File: config.mk
export PLATFORM = sky130hd
export DESIGN_NAME = mem_port_arbiter
export DESIGN_NICKNAME = d
export VERILOG_FILES = /design/src/rtl/mem_port_arbiter.sv
export SDC_FILE = /design/constraint.sdc
export NUM_CORES = 1
export LEC_CHECK = 0
export CAP_MARGIN = 40
export CORE_AREA = 2 2 290 292
export CTS_BUF_LIST = sky130_fd_sc_hd__clkbuf_8
export CTS_CLUSTER_DIAMETER = 100
export CTS_CLUSTER_SIZE = 16
export DETAILED_ROUTE_END_ITERATION = 10
export DIE_AREA = 0 0 292 294
export GPL_TIMING_DRIVEN = 0
export PLACE_DENSITY = 0.54
export SYNTH_ARGS = -nofsm -noshare
export SYNTH_HDL_FRONTEND = slang
export SYNTH_SLANG_ARGS = --single-unit
export TNS_END_PERCENT = 30
File: constraint.sdc
create_clock -name clk -period 2.1 [get_ports clk]
set_clock_uncertainty 0.1 [all_clocks]
set_input_delay 0.42 -clock clk [delete_from_list [all_inputs] [get_ports clk]]
set_output_delay 0.42 -clock clk [all_outputs]
set_load 0.01 [all_outputs]
File: src/rtl/mem_port_arbiter.sv
// Two-client line arbiter for a single slow memory port; one outstanding transaction at a time.
// Optional build macro MEM_ARB_ROUND_ROBIN_EN selects round-robin grant instead of fixed D-over-I priority.
module mem_port_arbiter #(
  parameter int ADDR_W = 28,
  parameter int LINE_W = 128
) (
  input  logic              clk,
  input  logic              proc_reset,

  input  logic              i_mem_read,
  input  logic              i_mem_write,
  input  logic [ADDR_W-1:0] i_mem_addr,
  output logic [LINE_W-1:0] i_mem_rdata,
  output logic              i_mem_ready,

  input  logic              d_mem_read,
  input  logic              d_mem_write,
  input  logic [ADDR_W-1:0] d_mem_addr,
  input  logic [LINE_W-1:0] d_mem_wdata,
  output logic [LINE_W-1:0] d_mem_rdata,
  output logic              d_mem_ready,

  output logic              mem_read,
  output logic              mem_write,
  output logic [ADDR_W-1:0] mem_addr,
  output logic [LINE_W-1:0] mem_wdata,
  input  logic [LINE_W-1:0] mem_rdata,
  input  logic              mem_ready,

  output logic              owner
);

  // state | meaning
  // IDLE  | no transaction; sample client requests and grant one
  // BUSY  | request held toward memory, waiting for mem_ready
  // RESP  | ready pulse to owner; stale client requests ignored
  typedef enum logic [1:0] {
    IDLE = 2'd0,
    BUSY = 2'd1,
    RESP = 2'd2
  } state_t;

  state_t              state, state_n;
  logic                mem_read_n, mem_write_n, owner_n;
  logic [ADDR_W-1:0]   mem_addr_n;
  logic [LINE_W-1:0]   mem_wdata_n, i_rdata_n, d_rdata_n;
  logic                i_ready_n, d_ready_n;
  logic                req_i, req_d, grant_d;
  logic                unused_i_write;

  // The I-cache is read-only; its write strobe is deliberately dropped.
  assign unused_i_write = i_mem_write;

  assign req_i = i_mem_read;
  assign req_d = d_mem_read | d_mem_write;

`ifdef MEM_ARB_ROUND_ROBIN_EN
  // On contention the client that was not served last wins.
  assign grant_d = req_d & (~req_i | ~owner);
`else
  assign grant_d = req_d;
`endif

  always_ff @(posedge clk) begin
    if (proc_reset) state <= IDLE;
    else            state <= state_n;
  end

  always_comb begin
    state_n     = state;
    mem_read_n  = mem_read;
    mem_write_n = mem_write;
    mem_addr_n  = mem_addr;
    mem_wdata_n = mem_wdata;
    owner_n     = owner;
    i_rdata_n   = i_mem_rdata;
    d_rdata_n   = d_mem_rdata;
    i_ready_n   = 1'b0;
    d_ready_n   = 1'b0;

    case (state)
      IDLE: begin
        if (req_i | req_d) begin
          state_n = BUSY;
          owner_n = grant_d;
          if (grant_d) begin
            // A pending write-back goes out before a D read.
            mem_addr_n  = d_mem_addr;
            mem_wdata_n = d_mem_wdata;
            mem_write_n = d_mem_write;
            mem_read_n  = ~d_mem_write;
          end else begin
            mem_addr_n  = i_mem_addr;
            mem_write_n = 1'b0;
            mem_read_n  = 1'b1;
          end
        end
      end
      BUSY: begin
        if (mem_ready) begin
          state_n     = RESP;
          mem_read_n  = 1'b0;
          mem_write_n = 1'b0;
          if (owner) begin
            d_rdata_n = mem_rdata;
            d_ready_n = 1'b1;
          end else begin
            i_rdata_n = mem_rdata;
            i_ready_n = 1'b1;
          end
        end
      end
      RESP: begin
        state_n = IDLE;
      end
      default: begin
        state_n = IDLE;
      end
    endcase
  end

  always_ff @(posedge clk) begin
    if (proc_reset) begin
      mem_read    <= 1'b0;
      mem_write   <= 1'b0;
      mem_addr    <= '0;
      mem_wdata   <= '0;
      owner       <= 1'b1;
      i_mem_rdata <= '0;
      d_mem_rdata <= '0;
      i_mem_ready <= 1'b0;
      d_mem_ready <= 1'b0;
    end else begin
      mem_read    <= mem_read_n;
      mem_write   <= mem_write_n;
      mem_addr    <= mem_addr_n;
      mem_wdata   <= mem_wdata_n;
      owner       <= owner_n;
      i_mem_rdata <= i_rdata_n;
      d_mem_rdata <= d_rdata_n;
      i_mem_ready <= i_ready_n;
      d_mem_ready <= d_ready_n;
    end
  end

endmodule

==> qor.yml <==
hold_start: "d_mem_wdata[49]"
rsz0062_at_grt: "true"
cp_top_family: "buffers and inverters"
p_comb_frac: 0.188
yosysWarnings: 0
switching_share: 0.302
slowest_stage: "clkdlybuf4s50_1"
period_share: 0.962
drive_gt1_frac: 0.0678
wl_per_cell_um: 21.1
postCtsSetupBuffers: 0
seq_area_frac_synth: 0.550
worst_path_largest_cell_delay_ps: 560
post-dp-hpwl_mm: 62.2
areaGrowthSynthToFinish_pct: 59.0
vias_per_cell: 4.33
top_level_ports: 736
timing.final.hold_violations: 0
grt_pass1_vias: 16100
dr_total_vias: 16200
grt_usage: 0.177
synth-edff-count: 0
critPathLaunchType: "register"
place_area_um2: 24000
htree_levels: 2
min_period_ps: 2020
yosys.area.top_type: "dfxtp_1"
dieArea_um2: 85800
dieWidth_um: 292
postCtsHoldBufs: 0
leakage_nw: 10.3
drv_slew: 0
synthCells: 1885
power.total_mw: 16.5
netlist_area_um2: 15200
finalSetupViolations: 0
syn_area_per_cell_um2: 8.09
clk_latency_ps: 620
yosys-top-cells-area: "dfxtp_1, nand2_1, a21oi_1"
detail-route-antenna-nets: 0
path_cells: "clkdlybuf4s50_1"
core_um2: 82900
layout_common_cells: "nand2_1, dfxtp_1, a21oi_1"
seqPwrFrac: 0.518
gp_routability_congestion: 0.859
cts_made_buffers: 35
irDropWorstVdd_uv: 460
fin_util: 0.293
startpoint: "mem_wdata[117]"
rows: 106
pwr-share-clk: 0.294
cp_max_fo: 2
r2r_start: "state[1]"
grt_pass1_wl_mm: 113
powerDensity_nw_per_um2: 680
critPathKind: "reg2out"
maxSlewHeadroom: 0.434
syn_nets: 2204
cp.required_ps: 1580
hold_path.class: "in2reg"
clock.fmax_ghz: 0.495
layout_commonest_cell: "nand2_1"
portBuffers: 733
drc: 0
antenna_found_initial: 5
grt_max_degree: 17
synth_top_area_share: 0.550
multi_input_area_um2: 6070
die_h_um: 294
fillers: 9180
critPathBufInv: 1
synth-main-ff-cell: "dfxtp_1"
crit_path_end_kind: "output pin"
nets: 2980
drv_cap: 0
synth_cell_types: 25
finish.instance_area_um2: 24200
regArea_um2: 8390
root_buffer: "clkbuf_8"
drtPass1Iterations: 5
cts_resized: 393
p_sw_mw: 4.98
path_clk_slew_ps: 110
start_util: 0.184
cts_buffer_depth: 3
clock_sink_count: 419
overflow: 0
internal_power_mw: 11.5
cts_tree: "yes"
synthArstFlopShare: 0
status: "completed"
worstPathArrival_ps: 1500
first_iter_violations: 717
setup_tns_ps: 0
ys_seq_elements: 419
routed_wl_mm: 79.0
worst_pin_slew_ps: 850
[flip-flops by register name (all words and copies together) (netlist names)]
register     count
d_mem_rdata    128
i_mem_rdata    128
mem_wdata      128
mem_addr        28
state            2
d_mem_ready      1
i_mem_ready      1
mem_read         1
mem_write        1
owner            1
[area by class of cell]
cell class / instances / share of cell area
diodes: 2 / 0.000206
plain buffers: 177 / 0.0336
clock buffers: 37 / 0.0210
clock inverters: 8 / 0.00475
multi-input cells: 1289 / 0.250
flip-flops and latches: 419 / 0.346
well taps: 1080 / 0.0557
repair buffers: 739 / 0.288
[layer usage]
layer | up-vias | wire (um) | GRT usage
li1 | 7882 | - | -
met1 | 7647 | 30700 | 0.197
met3 | 77 | 6620 | 0.0561
met4 | 4 | 1940 | 0.0499
met2 | 628 | 39800 | 0.323
met5 | - | 23 | 0
[power groups by stage]
| stage | logic, mW | clock network [mW] | registers, mW |
|---|---|---|---|
| CTS | 3.15 | 5.12 | 8.54 |
| global route | 3.35 | 5.38 | 8.60 |
| finish | 3.10 | 4.86 | 8.54 |
| detailed placement | 3.38 | 0 | 8.74 |
| floorplan | 1.06 | 0 | 8.90 |
| global placement | 3.37 | 0 | 8.73 |
[cell families (layout without fill, tap and decap cells)]
logic type,after synthesis,after routing,share of synthesized area
AND/OR/NAND/NOR,717,717,0.191
buffers and inverters,177,961,0.0523
AO/OA/AOI/OAI,572,572,0.207
flip-flops,419,419,0.550
other,0,2,0
[synth_stat cells, drive strengths merged (2+ instances only)]
master  instances
a21oi         412
a311oi         28
buf            91
clkbuf         86
dfxtp         419
nand2         569
nand3         129
nand3b          4
nor2            7
o21ai         130
or2             2
[through the flow]
step,hold slack [ps],setup slack (ps),cells
6_report,228,78.9,3751
5_1_grt,177,-27.7,3751
4_1_cts,146,0.218,3749
3_5_place_dp,345,-605,3704
3_3_place_gp,341,-1080,3698
2_1_floorplan,381,503,1885
[worst paths after layout]
path                           end  slack (ps)  cells past startpoint
setup reg to reg   d_mem_rdata[60]         160                      5
setup / recovery    mem_wdata[117]          80                      1
hold reg to reg   d_mem_rdata[101]         350                      2
hold / removal       mem_wdata[49]         230                      3
Power figures use the tool's default switching activity.
